===== config.mk =====
export PLATFORM = sky130hd
export DESIGN_NAME = pc_seq_ctrl
export DESIGN_NICKNAME = d
export VERILOG_FILES = /design/src/rtl/pc_seq_ctrl_pkg.sv /design/src/rtl/pc_seq_ctrl_timeout.sv /design/src/rtl/pc_seq_ctrl.sv
export SDC_FILE = /design/constraint.sdc
export NUM_CORES = 1
export LEC_CHECK = 0
export BUFFER_PORTS_ARGS = -buffer_cell sky130_fd_sc_hd__buf_2
export CORE_ASPECT_RATIO = 1.1
export CORE_UTILIZATION = 45
export DETAILED_ROUTE_END_ITERATION = 7
export PLACE_DENSITY_LB_ADDON = 0.1
export SLEW_MARGIN = 20
export SYNTH_ARGS = -nofsm -noshare
export SYNTH_HDL_FRONTEND = slang
export SYNTH_HIERARCHICAL = 1
export SYNTH_SLANG_ARGS = --single-unit

===== constraint.sdc =====
create_clock -name clk -period 2.9 [get_ports clk]
set_clock_uncertainty 0.1 [all_clocks]
set_input_delay 0.29 -clock clk [delete_from_list [all_inputs] [get_ports clk]]
set_output_delay 0.29 -clock clk [all_outputs]
set_load 0.05 [all_outputs]

===== src/rtl/pc_seq_ctrl_pkg.sv =====
// pc_seq_ctrl_pkg: shared sequencer state encoding, error codes and reset PC default
package pc_seq_ctrl_pkg;
   typedef enum logic [2:0] {S_IDLE, S_FETCH_REQ, S_FETCH_WAIT, S_EXEC, S_HALTED} state_t;
   localparam logic [1:0] ERR_NONE = 2'd0;
   localparam logic [1:0] ERR_MISALIGN = 2'd1;
   localparam logic [1:0] ERR_TIMEOUT = 2'd2;
   localparam logic [31:0] DEF_RESET_PC = 32'h8000_0000;
endpackage


===== src/rtl/pc_seq_ctrl_timeout.sv =====
// pc_seq_ctrl_timeout: fetch-response watchdog, expires when the count reaches TIMEOUT-1
module pc_seq_ctrl_timeout #(
   parameter int TIMEOUT = 256
) (
   input  logic clk,
   input  logic rst,
   input  logic i_clr,
   input  logic i_en,
   output logic o_expire
);
   localparam int CW = $clog2(TIMEOUT + 1);
   logic [CW-1:0] r_cnt;
   assign o_expire = r_cnt == CW'(TIMEOUT - 1);
   // count idle wait cycles, restarting on every new fetch handshake
   always_ff @(posedge clk or negedge rst)
      if (!rst) r_cnt <= '0;
      else if (i_clr) r_cnt <= '0;
      else if (i_en && !o_expire) r_cnt <= r_cnt + CW'(1);
endmodule


===== src/rtl/pc_seq_ctrl.sv =====
// pc_seq_ctrl: multi-cycle PC sequencer (fetch, hold for execute, commit); PC_SEQ_TIMEOUT_EN adds a fetch watchdog
module pc_seq_ctrl
   import pc_seq_ctrl_pkg::*;
#(
   parameter int ADDR_WIDTH = 32,
   parameter int DATA_WIDTH = 32,
   parameter logic [ADDR_WIDTH-1:0] RESET_PC = DEF_RESET_PC
`ifdef PC_SEQ_TIMEOUT_EN
   , parameter int TIMEOUT = 256
`endif
) (
   input  logic                  clk,
   input  logic                  rst,
   output logic                  ifu_req_valid,
   input  logic                  ifu_req_ready,
   output logic [ADDR_WIDTH-1:0] ifu_req_addr,
   input  logic                  ifu_rsp_valid,
   output logic                  ifu_rsp_ready,
   input  logic [DATA_WIDTH-1:0] ifu_rsp_data,
   output logic [DATA_WIDTH-1:0] inst,
   output logic                  inst_valid,
   input  logic                  exu_done,
   input  logic [ADDR_WIDTH-1:0] npc,
   input  logic                  trap_req,
   input  logic [ADDR_WIDTH-1:0] trap_pc,
   input  logic                  halt_req,
   output logic [ADDR_WIDTH-1:0] pc,
   output logic                  retire,
   output logic [63:0]           instret,
   output logic                  halted,
   output logic [1:0]            err
);
   state_t r_state, w_next;
   logic [ADDR_WIDTH-1:0] r_pc, w_target;
   logic [DATA_WIDTH-1:0] r_inst;
   logic [63:0] r_instret;
   logic [1:0] r_err;
   logic r_inst_valid, r_retire;
   logic w_req_fire, w_rsp_fire, w_commit, w_misalign, w_retire, w_redirect, w_expire;

   assign w_req_fire = ifu_req_valid && ifu_req_ready;
   assign w_rsp_fire = ifu_rsp_ready && ifu_rsp_valid;
   assign w_commit = (r_state == S_EXEC) && exu_done;
   assign w_target = trap_req ? trap_pc : npc;
   assign w_misalign = |w_target[1:0];
   assign w_retire = w_commit && (halt_req || !w_misalign);
   assign w_redirect = w_commit && !halt_req && !w_misalign;
   assign ifu_req_addr = r_pc;
   assign pc = r_pc;
   assign inst = r_inst;
   assign instret = r_instret;
   assign err = r_err;
   assign inst_valid = r_inst_valid;
   assign retire = r_retire;

`ifdef PC_SEQ_TIMEOUT_EN
   pc_seq_ctrl_timeout #(.TIMEOUT(TIMEOUT)) u_timeout (
      .clk      (clk),
      .rst      (rst),
      .i_clr    (w_req_fire),
      .i_en     (ifu_rsp_ready && !ifu_rsp_valid),
      .o_expire (w_expire)
   );
`else
   assign w_expire = 1'b0;
`endif

   // state register
   always_ff @(posedge clk or negedge rst)
      if (!rst) r_state <= S_IDLE;
      else r_state <= w_next;

   // next state: a response wins over a same-cycle watchdog expiry
   always_comb begin
      w_next = r_state;
      case (r_state)
         S_IDLE:       w_next = S_FETCH_REQ;
         S_FETCH_REQ:  w_next = w_req_fire ? S_FETCH_WAIT : S_FETCH_REQ;
         S_FETCH_WAIT: w_next = ifu_rsp_valid ? S_EXEC : (w_expire ? S_HALTED : S_FETCH_WAIT);
         S_EXEC:       w_next = !exu_done ? S_EXEC : ((halt_req || w_misalign) ? S_HALTED : S_FETCH_REQ);
         default:      w_next = r_state;
      endcase
   end

   // state-decoded handshake and status outputs
   always_comb begin
      ifu_req_valid = r_state == S_FETCH_REQ;
      ifu_rsp_ready = r_state == S_FETCH_WAIT;
      halted = r_state == S_HALTED;
   end

   // architectural PC, instruction latch, retire counter and error code
   always_ff @(posedge clk or negedge rst)
      if (!rst) begin
         r_pc <= RESET_PC;
         r_inst <= '0;
         r_instret <= '0;
         r_err <= ERR_NONE;
         r_inst_valid <= 1'b0;
         r_retire <= 1'b0;
      end else begin
         r_inst_valid <= w_rsp_fire;
         r_retire <= w_retire;
         if (w_rsp_fire) r_inst <= ifu_rsp_data;
         if (w_retire) r_instret <= r_instret + 64'd1;
         if (w_redirect) r_pc <= w_target;
         if (w_commit && !halt_req && w_misalign) r_err <= ERR_MISALIGN;
         else if (ifu_rsp_ready && !ifu_rsp_valid && w_expire) r_err <= ERR_TIMEOUT;
      end
endmodule


==> results by group, run 1 <==
Outcome
  • Status: finished clean

Route
  • Drt first pass iters: 7
  • Residual DRC: 0
  • WL/cell: 16.20 microns
  • Routed Antenna Nets: 0
  • Initial drt markers: roughly 320
  • Via count: about 5000
  • Via density: 5.121
  • Total wire length: 16160 microns

Cells and area
  • Most common cell after layout, fill and taps aside: buf_2
  • Area growth, synth to finish: 32.58%
  • Most frequent cells in the layout: buf_2 (267), dfrtp_1 (133), nor2_1 (48)
  • Final std cells w/o fill: 998
  • Share of cells above drive strength 1: between 40 and 50%
  • Net count, final: just over 900

Power
  • Leakage: roughly 4.5 nW
  • Final Total Pwr: 0.007543 W
  • Cell area power density: slightly above 900 nW/um^2
  • Peak supply drop: 467.0 uV

Yosys
  • Yosys top cell area share: between 50 and 60%
  • Unique masters post-synth: 41
  • Synth warnings: 6
  • Register area share after synthesis: between 50% and 60%
  • Post-Syn Instances: 551
  • Ys flop type: dfrtp_1
  • Top cells by area, synth: dfrtp_1 (54%), xor2_1 (6.2%), mux2_2 (6.0%), mux2i_1 (4.9%), buf_4 (4.0%)
  • Synth Cell Area: 6183 sq um
  • Net count after synthesis: roughly 660
  • FFs w/ async S/R, synth: 100.0%
  • Number of synthesized register bits: between 100 and 150
  • Yosys top cell by area: dfrtp_1
  • EDFF count, synth: 0
  • Synthesized area per cell: 11.22 sq um

GRT
  • Vias in the first global route: 4931
  • Largest net degree at the start of global routing: ~80
  • Antenna violations before repair: 3
  • GRT overflow: 0
  • Total routing usage reported by global routing: 23.75%
  • Global-route wire length before repair: 25900 microns

Clock network
  • H-tree levels: 4
  • Clock Sinks: around 130
  • TritonCTS buffer count: 17
  • CTS Buffer Depth: 2
  • Clock-pin slew on the worst setup and hold paths: 0.06 ns
  • Root buffer cell: clkbuf_16
  • Worst-Skew Late Latency: ~0.42 ns
  • Post-CTS setup buffer count: 0
  • # resized after CTS: 0
  • CTS tree: built
  • CTS Hold Buffers Added: 9

Timing
  • Final period utilization: between 80% and 90%
  • Finish-stage setup viols: 0
  • Setup TNS Final: 0 ns
  • Tightest Pin Transition: 1.009 ns
  • Post-layout min period: approximately 2.5 ns
  • Fin. Hold Viols: 0
  • Max_slew headroom: roughly 32%
  • RSZ-0062 raised after global routing: false
  • Slew Limit Fails: 0
  • Fmax: between 300 and 400 MHz

Placement
  • Number of port buffers: between 200 and 300
  • Placed insts: 957
  • Routability cong.: roughly 0.80
  • DP HPWL: 11810 microns

Setup path
  • Critical-path maximum fanout: 11
  • Required @ worst endpoint: ~3.1 ns
  • Number of buffers and inverters on the critical path: 0
  • Critical path launch point type: register
  • Cell family with most CP delay: simple AND/OR/NAND/NOR gates
  • CP Capture Type: register
  • Arrival time at the worst endpoint: ~2.8 ns
  • CP Cell Sequence: nand4b_4, or3_1, or4_4, nor4_1, xor2_1
  • Max incr delay on CP: between 0.6 and 0.7 ns
  • Slowest library cell on the worst path: or4_4
  • CP Class: register to register

Die
  • Starting Density: between 40% and 50%
  • Die Ht: between 100 and 150 microns
  • Die width: ~110 microns
  • Die area: approximately 14000 sq um
  • Num ports: 270
  • Core ar.: about 13000 sq um
  • Row count: between 40 and 50

Min path
  • Worst Hold Class: input pin to register

Job
  • Max-Cap Viols: 0
registers in the layout, indices dropped and copies added, names as in the netlist:
register,flops
retire,1
inst_valid,1
inst,32
instret,64
ifu_req_addr,32
err,1
r_state,3
layout make-up:
class,count,area (sq um)
Fill cell,1181,5125
Antenna cell,1,2.502
Multi-Input combinational cell,357,2481
Sequential cell,134,3354
Inverter,6,22.52
Timing Repair Buffer,285,1523
Tap cell,184,230.2
Clock inverter,9,100.1
Clock buffer,22,484.2
cells by family after synthesis:
family                     Yosys count  synth area share [%]
AOI/OAI and AO/OA                   38                 3.319
buffers and inverters               60                 5.787
and+or+nand+nor                    191                 16.59
adders and majority gates            1                0.2023
muxes                               63                 10.87
other                                1               0.06065
DFF                                134                 54.25
xor gates and xnor gates            63                 8.924
cells in the mapped netlist (2+ instances only):
library cell,n
nand3_1,21
and3_1,8
xor2_1,44
inv_1,6
o21bai_1,2
dfrtp_1,133
mux2i_1,30
buf_1,2
a21oi_1,32
and4_1,6
nor3b_1,3
nor3_1,27
and2_1,2
buf_4,33
mux2_2,33
nor2b_1,2
nor4_1,16
nand4_1,25
nand2b_1,2
or3_1,2
xnor2_1,19
nor2_1,48
nand2_1,21
clkbuf_1,17
final timing paths:
path | slack (ns) | endpoint | depth (start not counted) | from
worst min register to register | 0.36 | err[0] | 1 | err[0]
max in group asynchronous | 1.53 | instret[55] | 3 | rst
min in group asynchronous | 0.38 | instret[1] | 2 | rst
worst max-delay path | 0.35 | instret[36] | 5 | r_state[2]
worst min-delay path | 0.02 | inst[6] | 2 | ifu_rsp_data[6]
worst max register to register | 0.35 | instret[36] | 5 | r_state[2]
through the flow:
stage | utilization (%) | setup slack [ns] | hold slack, ns | instance area (sq um)
final | 61.53 | 0.3523 | 0.01768 | 8198
after global routing | 61.51 | 0.2474 | 0.001923 | 8195
after CTS | 61.51 | 0.3426 | 0.00004491 | 8195
after detailed placement | 56.45 | 0.3474 | 0.2839 | 7521
after global placement | 56.45 | 0.4354 | 0.2749 | 7521
after floorplan | - | 0.2891 | -0.1056 | 6188
power breakdown:
part,switching (W),internal (W),total [W]
clock,0.000756,0.00134,0.00210
combinational,0.00227,0.000668,0.00294
sequential,0.000255,0.00225,0.00251
total,0.00328,0.00426,0.00754
per-layer routing:
layer  GRT usage, %  wire, microns  vias to the layer above
met5              0             34                        -
met4          9.133            279                        6
met3          6.398           1068                       25
met2          39.24           8142                      182
met1          29.60           6639                     2489
li1               -              -                     2409
Power figures use the tool's default switching activity.
==> run 2, diff against run 1 <==
--- a/config.mk
+++ b/config.mk
@@ -10,6 +10,7 @@
 export CORE_UTILIZATION = 45
 export DETAILED_ROUTE_END_ITERATION = 7
 export PLACE_DENSITY_LB_ADDON = 0.1
+export REMOVE_ABC_BUFFERS = 1
 export SLEW_MARGIN = 20
 export SYNTH_ARGS = -nofsm -noshare
 export SYNTH_HDL_FRONTEND = slang
==> results by group, run 2 (same netlist as run 1, synthesis figures left out) <==
Route
  • Drt first pass iters: 4 (was 7)
  • Residual DRC: 0 (unchanged)
  • Routed Antenna Nets: 0 (unchanged)
  • Via count: 5031 (was 5111)
  • Initial drt markers: 242 (was 315)
  • WL/cell: 16.90 microns (was 16.20 microns)
  • Via density: 5.021 (was 5.121)
  • Total wire length: 16930 microns (was 16160 microns)

Timing
  • Fin. Hold Viols: 0 (unchanged)
  • RSZ-0062 raised after global routing: false (unchanged)
  • Finish-stage setup viols: 0 (unchanged)
  • Slew Limit Fails: 0 (unchanged)
  • Final period utilization: 85.50% (was 87.85%)
  • Tightest Pin Transition: 0.9227 ns (was 1.009 ns)
  • Post-layout min period: 2.480 ns (was 2.548 ns)
  • Max_slew headroom: 38.11% (was 32.32%)
  • Fmax: 403.3 MHz (was 392.5 MHz)

GRT
  • Vias in the first global route: 4934 (was 4931)
  • Antenna violations before repair: 1 (was 3)
  • Largest net degree at the start of global routing: 69 (was 81)
  • GRT overflow: 0 (unchanged)
  • Total routing usage reported by global routing: 24.34% (was 23.75%)
  • Global-route wire length before repair: 26480 microns (was 25900 microns)

Outcome
  • Status: finished clean (unchanged)

Power
  • Cell area power density: 949.8 nW/um^2 (was 920.1 nW/um^2)
  • Leakage: 4.566 nW (was 4.524 nW)
  • Peak supply drop: 611.6 uV (was 467.0 uV)

Cells and area
  • Max reg flops: 64 (unchanged)
  • # fillers: 1174 (was 1181)
  • Ant diodes: 0 (was 1)
  • Share of cells above drive strength 1: 42.54% (was 42.56%)
  • Net count, final: 909 (was 905)
  • Area growth, synth to finish: 34.06% (was 32.58%)
  • Final std cells w/o fill: 1002 (was 998)
  • Most common cell after layout, fill and taps aside: buf_2 (unchanged)
  • Area of the multi-input gates: 2476 sq um (was 2481 sq um)
  • Most frequent cells in the layout: buf_2 (267), dfrtp_1 (133), nor2_1 (48) (unchanged)
  • Register area: 3354 sq um (unchanged)
  • Final instance area: 8289 sq um (was 8198 sq um)

Die
  • Die width: 113.8 microns (unchanged)
  • Starting Density: 46.41% (unchanged)
  • Num ports: 270 (unchanged)
  • Row count: 44 (unchanged)
  • Core ar.: 13320 sq um (unchanged)
  • Die Ht: 124.9 microns (unchanged)
  • Die area: 14210 sq um (unchanged)

Clock network
  • CTS Buffer Depth: 2 (unchanged)
  • CTS tree: built (unchanged)
  • Root buffer cell: clkbuf_16 (unchanged)
  • Clock Sinks: 134 (unchanged)
  • TritonCTS buffer count: 17 (unchanged)
  • H-tree levels: 4 (unchanged)
  • # resized after CTS: 0 (unchanged)
  • Clock-pin slew on the worst setup and hold paths: 0.06 ns (about the same)
  • Worst-Skew Late Latency: 0.41 ns (was 0.42 ns)

Min path
  • Hold Path End: inst[6] (unchanged)
  • Worst hold path depth: 2 (unchanged)
  • Worst Hold Class: input pin to register (unchanged)
  • HP Start: ifu_rsp_data[6] (unchanged)

Setup path
  • Critical-path maximum fanout: 11 (unchanged)
  • Required @ worst endpoint: 3.14 ns (about the same)
  • Critical path launch point type: register (unchanged)
  • R2R depth: 5 (unchanged)
  • Critical R2R Capture: instret[36] (unchanged)
  • FF-to-FF Start: r_state[2] (unchanged)
  • CP Class: register to register (unchanged)
  • CP Capture Type: register (unchanged)
  • Arrival time at the worst endpoint: 2.71 ns (was 2.79 ns)
  • Reg2reg setup slack: 0.42 ns (was 0.35 ns)

Placement
  • Routability cong.: 1.003 (was 0.8002)
  • Placed insts: 959 (was 957)
  • Number of port buffers: 268 (unchanged)
  • DP HPWL: 12400 microns (was 11810 microns)
  • Placed Instance Area: 7518 sq um (was 7521 sq um)

Job
  • Max-Cap Viols: 0 (unchanged)
[run 2: changes by cell type in the layout (fill, tap and decap cells not counted), sizes merged]
| cell | delta |
|---|---|
| buf | +2 |
| bufinv | +4 |
| clkbuf | -4 |
| clkinvlp | +1 |
| diode | -1 |
| dlygate4sd3 | +2 |
[run 2: through the flow]
| stage | setup TNS (ns) | utilization, % | worst slack (ns) | total power (W) | hold WS, ns |
|---|---|---|---|---|---|
| final | 0 | 62.22 | 0.4204 | 0.007873 | 0.01811 |
| after global routing | 0 | 62.22 | 0.3141 | 0.008166 | 0.003415 |
| after CTS | 0 | 62.22 | 0.4063 | 0.007936 | 0.001309 |
| after detailed placement | 0 | 56.43 | 0.4215 | 0.005508 | 0.2387 |
| after global placement | 0 | 56.43 | 0.4529 | 0.005465 | 0.2328 |
| after floorplan | -57.46 | - | -1.409 | 0.004694 | -0.1056 |
[run 2: worst max-delay path, stage by stage (launching register included)]
cell	delay [ns]
dfrtp_1	0.44
nand4b_4	0.28
or3_1	0.43
or4_4	0.63
nor4_1	0.35
xor2_1	0.17
[run 2: what timing repair did]
item | 4_1_cts | 5_1_grt
hold buffers | 11 | 0
endpoints found under the hold margin | 75 | 0
setup buffers | 0 | 0
endpoints found under the setup margin | 0 | 0
[run 2: per-layer routing]
metal	track usage [%]	wire [microns]	part of all wire, %
met4	8.127	204	1.2
met2	39.96	8437	50
met3	6.495	1069	6.3
met5	0	13	0.077
met1	31.14	7203	43
[run 2: worst max-delay path by stage]
stage	startpoint	to	slack, ns	depth (start not counted)
CTS	r_state[2]	instret[36]	0.41	5
finish	r_state[2]	instret[36]	0.42	5
global route	r_state[1]	instret[40]	0.31	5
global placement	r_state[2]	instret[36]	0.45	5
floorplan	r_state[2]	ifu_req_addr[10]	-1.41	3
detailed placement	r_state[2]	instret[36]	0.42	5
[run 2: final cells by class]
type / instances / share of cell area (%)
sequential: 134 / 40.47
clock buffer: 18 / 5.177
inverter: 6 / 0.2717
timing repair buffer: 289 / 18.64
multi-input combinational: 357 / 29.87
tap: 184 / 2.777
clock inverter: 14 / 2.792
[run 2: report_power, final]
| group | switching, W | internal (W) |
|---|---|---|
| Combinational | 0.00228 | 0.000669 |
| Clock | 0.000796 | 0.00161 |
| Sequential | 0.000271 | 0.00225 |
| Total | 0.00334 | 0.00453 |
==> run 3, diff against run 2 <==
--- a/config.mk
+++ b/config.mk
@@ -9,7 +9,7 @@
 export CORE_ASPECT_RATIO = 1.1
 export CORE_UTILIZATION = 45
 export DETAILED_ROUTE_END_ITERATION = 7
-export PLACE_DENSITY_LB_ADDON = 0.1
+export PLACE_DENSITY_LB_ADDON = 0.12
 export REMOVE_ABC_BUFFERS = 1
 export SLEW_MARGIN = 20
 export SYNTH_ARGS = -nofsm -noshare
==> results by group, run 3 (same netlist as run 1, synthesis figures left out) <==
Timing
  • Setup ws final: 0.4206 ns (was 0.4204 ns)
  • Finish-stage setup viols: 0 (unchanged)
  • Hold WS: 0.01681 ns (was 0.01811 ns)
  • Fmax: 403.3 MHz (about the same)
  • Setup TNS Final: 0 ns (unchanged)
  • RSZ-0062 raised after global routing: false (unchanged)
  • Final period utilization: 85.50% (about the same)
  • Max_slew headroom: 36.46% (was 38.11%)
  • Tightest Pin Transition: 0.9474 ns (was 0.9227 ns)
  • Fin. Hold Viols: 0 (unchanged)
  • Post-layout min period: 2.479 ns (was 2.480 ns)
  • Slew Limit Fails: 0 (unchanged)

Power
  • Sequential share of power: 32.2% (was 32.1%)
  • Gate power share: 37.8% (was 37.4%)
  • Cell area power density: 934.6 nW/um^2 (was 949.8 nW/um^2)
  • Sw Share: 42.92% (was 42.47%)
  • Peak supply drop: 648.4 uV (was 611.6 uV)
  • Clock power frac: 29.9% (was 30.5%)
  • Sw Pwr: 0.003371 W (was 0.003344 W)
  • Cell-internal power: 0.004483 W (was 0.004529 W)
  • Leakage: 4.611 nW (was 4.566 nW)

Min path
  • Worst hold path depth: 2 (unchanged)
  • Worst Hold Class: input pin to register (unchanged)
  • Hold Path End: inst[6] (unchanged)
  • HP Start: ifu_rsp_data[6] (unchanged)

Die
  • Die area: 14210 sq um (unchanged)
  • Die Ht: 124.9 microns (unchanged)
  • Die width: 113.8 microns (unchanged)
  • Starting Density: 46.41% (unchanged)
  • Row count: 44 (unchanged)
  • Core ar.: 13320 sq um (unchanged)
  • Num ports: 270 (unchanged)

Clock network
  • Worst-Skew Late Latency: 0.42 ns (was 0.41 ns)
  • Post-CTS setup buffer count: 0 (unchanged)
  • TritonCTS buffer count: 17 (unchanged)
  • Clock Sinks: 134 (unchanged)
  • CTS tree: built (unchanged)
  • # resized after CTS: 0 (unchanged)
  • H-tree levels: 4 (unchanged)
  • Root buffer cell: clkbuf_16 (unchanged)
  • CTS Buffer Depth: 2 (unchanged)
  • Clock-pin slew on the worst setup and hold paths: 0.06 ns (about the same)
  • CTS Hold Buffers Added: 23 (was 11)

Cells and area
  • Net count, final: 921 (was 909)
  • Share of cells above drive strength 1: 41.69% (was 42.54%)
  • Post-layout util: 63.08% (was 62.22%)
  • Area growth, synth to finish: 35.92% (was 34.06%)
  • Max reg flops: 64 (unchanged)
  • # fillers: 1136 (was 1174)
  • Most common cell after layout, fill and taps aside: buf_2 (unchanged)
  • Most frequent cells in the layout: buf_2 (267), dfrtp_1 (133), nor2_1 (48) (unchanged)

GRT
  • GRT overflow: 0 (unchanged)
  • Vias in the first global route: 5129 (was 4934)
  • Total routing usage reported by global routing: 25.40% (was 24.34%)
  • Largest net degree at the start of global routing: 91 (was 69)
  • Antenna violations before repair: 2 (was 1)
  • Global-route wire length before repair: 27270 microns (was 26480 microns)

Route
  • Routed Antenna Nets: 0 (unchanged)
  • Via density: 5.109 (was 5.021)
  • WL/cell: 17.12 microns (was 16.90 microns)
  • Drt first pass iters: 5 (was 4)
  • Initial drt markers: 263 (was 242)
  • Residual DRC: 0 (unchanged)
  • Total wire length: 17400 microns (was 16930 microns)
  • Via count: 5191 (was 5031)

Outcome
  • Status: finished clean (unchanged)

Setup path
  • Critical R2R Capture: instret[36] (unchanged)
  • Slowest library cell on the worst path: or4_4 (unchanged)
  • FF-to-FF Start: r_state[2] (unchanged)
  • R2R depth: 5 (unchanged)
  • Critical path launch point type: register (unchanged)
  • Reg2reg setup slack: 0.42 ns (about the same)
  • Max incr delay on CP: 0.62 ns (was 0.63 ns)
  • CP Cell Sequence: nand4b_4, or3_1, or4_4, nor4_1, xor2_1 (unchanged)
  • CP Capture Type: register (unchanged)
  • Required @ worst endpoint: 3.15 ns (was 3.14 ns)
  • CP Class: register to register (unchanged)
  • Arrival time at the worst endpoint: 2.73 ns (was 2.71 ns)
  • Critical-path maximum fanout: 11 (unchanged)

Placement
  • DP HPWL: 12820 microns (was 12400 microns)
  • Worst slack at placement: 0.4002 ns (was 0.4215 ns)
  • Routability cong.: 0.9781 (was 1.003)
  • Number of port buffers: 268 (unchanged)

Job
  • Max-Cap Viols: 0 (unchanged)
==> run 3: cell count changes in the layout (fill, tap and decap cells not counted), sizes merged <==
cell / change
buf: -1
bufinv: -1
clkbuf: +2
clkinvlp: -1
diode: +2
dlygate4sd3: +13
==> run 3: worst max path at each step <==
| stage | from | endpoint | slack (ns) | depth (start not counted) |
|---|---|---|---|---|
| 6_report | r_state[2] | instret[36] | 0.42 | 5 |
| 5_1_grt | r_state[2] | instret[36] | 0.29 | 5 |
| 4_1_cts | r_state[2] | instret[36] | 0.41 | 5 |
| 3_5_place_dp | r_state[1] | instret[36] | 0.40 | 5 |
| 3_3_place_gp | r_state[2] | instret[36] | 0.46 | 5 |
| 2_1_floorplan | r_state[2] | ifu_req_addr[10] | -1.41 | 3 |
==> run 3: metal layers <==
layer  GRT usage, %  vias up  wire [microns]
met5              0        -               0
met4          10.29        0             432
met3          7.804       33            1408
met2          42.32      205            8576
met1          30.49     2503            6979
li1               -     2450               -
==> run 3: power groups by stage <==
stage | Sequential [W] | Combinational [W] | Clock, W
global route | 0.00258 | 0.00309 | 0.00248
CTS | 0.00253 | 0.00298 | 0.00239
global placement | 0.00253 | 0.00293 | 0
detailed placement | 0.00256 | 0.00295 | 0
floorplan | 0.00430 | 0.000396 | 0
finish | 0.00253 | 0.00297 | 0.00235
==> run 3: through the flow <==
stage | instances | area, sq um | power [W]
floorplan | 497 | 5848 | 0.004694
global placement | 958 | 7511 | 0.005469
detailed placement | 958 | 7511 | 0.005514
CTS | 1013 | 8389 | 0.007905
global route | 1016 | 8404 | 0.008151
finish | 1016 | 8404 | 0.007854
==> run 3: area by class of cell <==
type / instances / area, sq um / share of cell area (%)
Sequential cell: 134 / 3354 / 39.91
Multi-Input combinational cell: 357 / 2476 / 29.46
Timing Repair Buffer: 301 / 1668 / 19.85
Clock buffer: 20 / 446.7 / 5.315
Tap cell: 184 / 230.2 / 2.739
Clock inverter: 12 / 201.4 / 2.397
Inverter: 6 / 22.52 / 0.2680
Antenna cell: 2 / 5.005 / 0.05955
==> run 3: worst max-delay path, delay by kind of cell (launching register included) <==
kind	cells	cell delay [ns]
DFF	1	0.44
xor gates and xnor gates	1	0.17
and+or+nand+nor	4	1.70
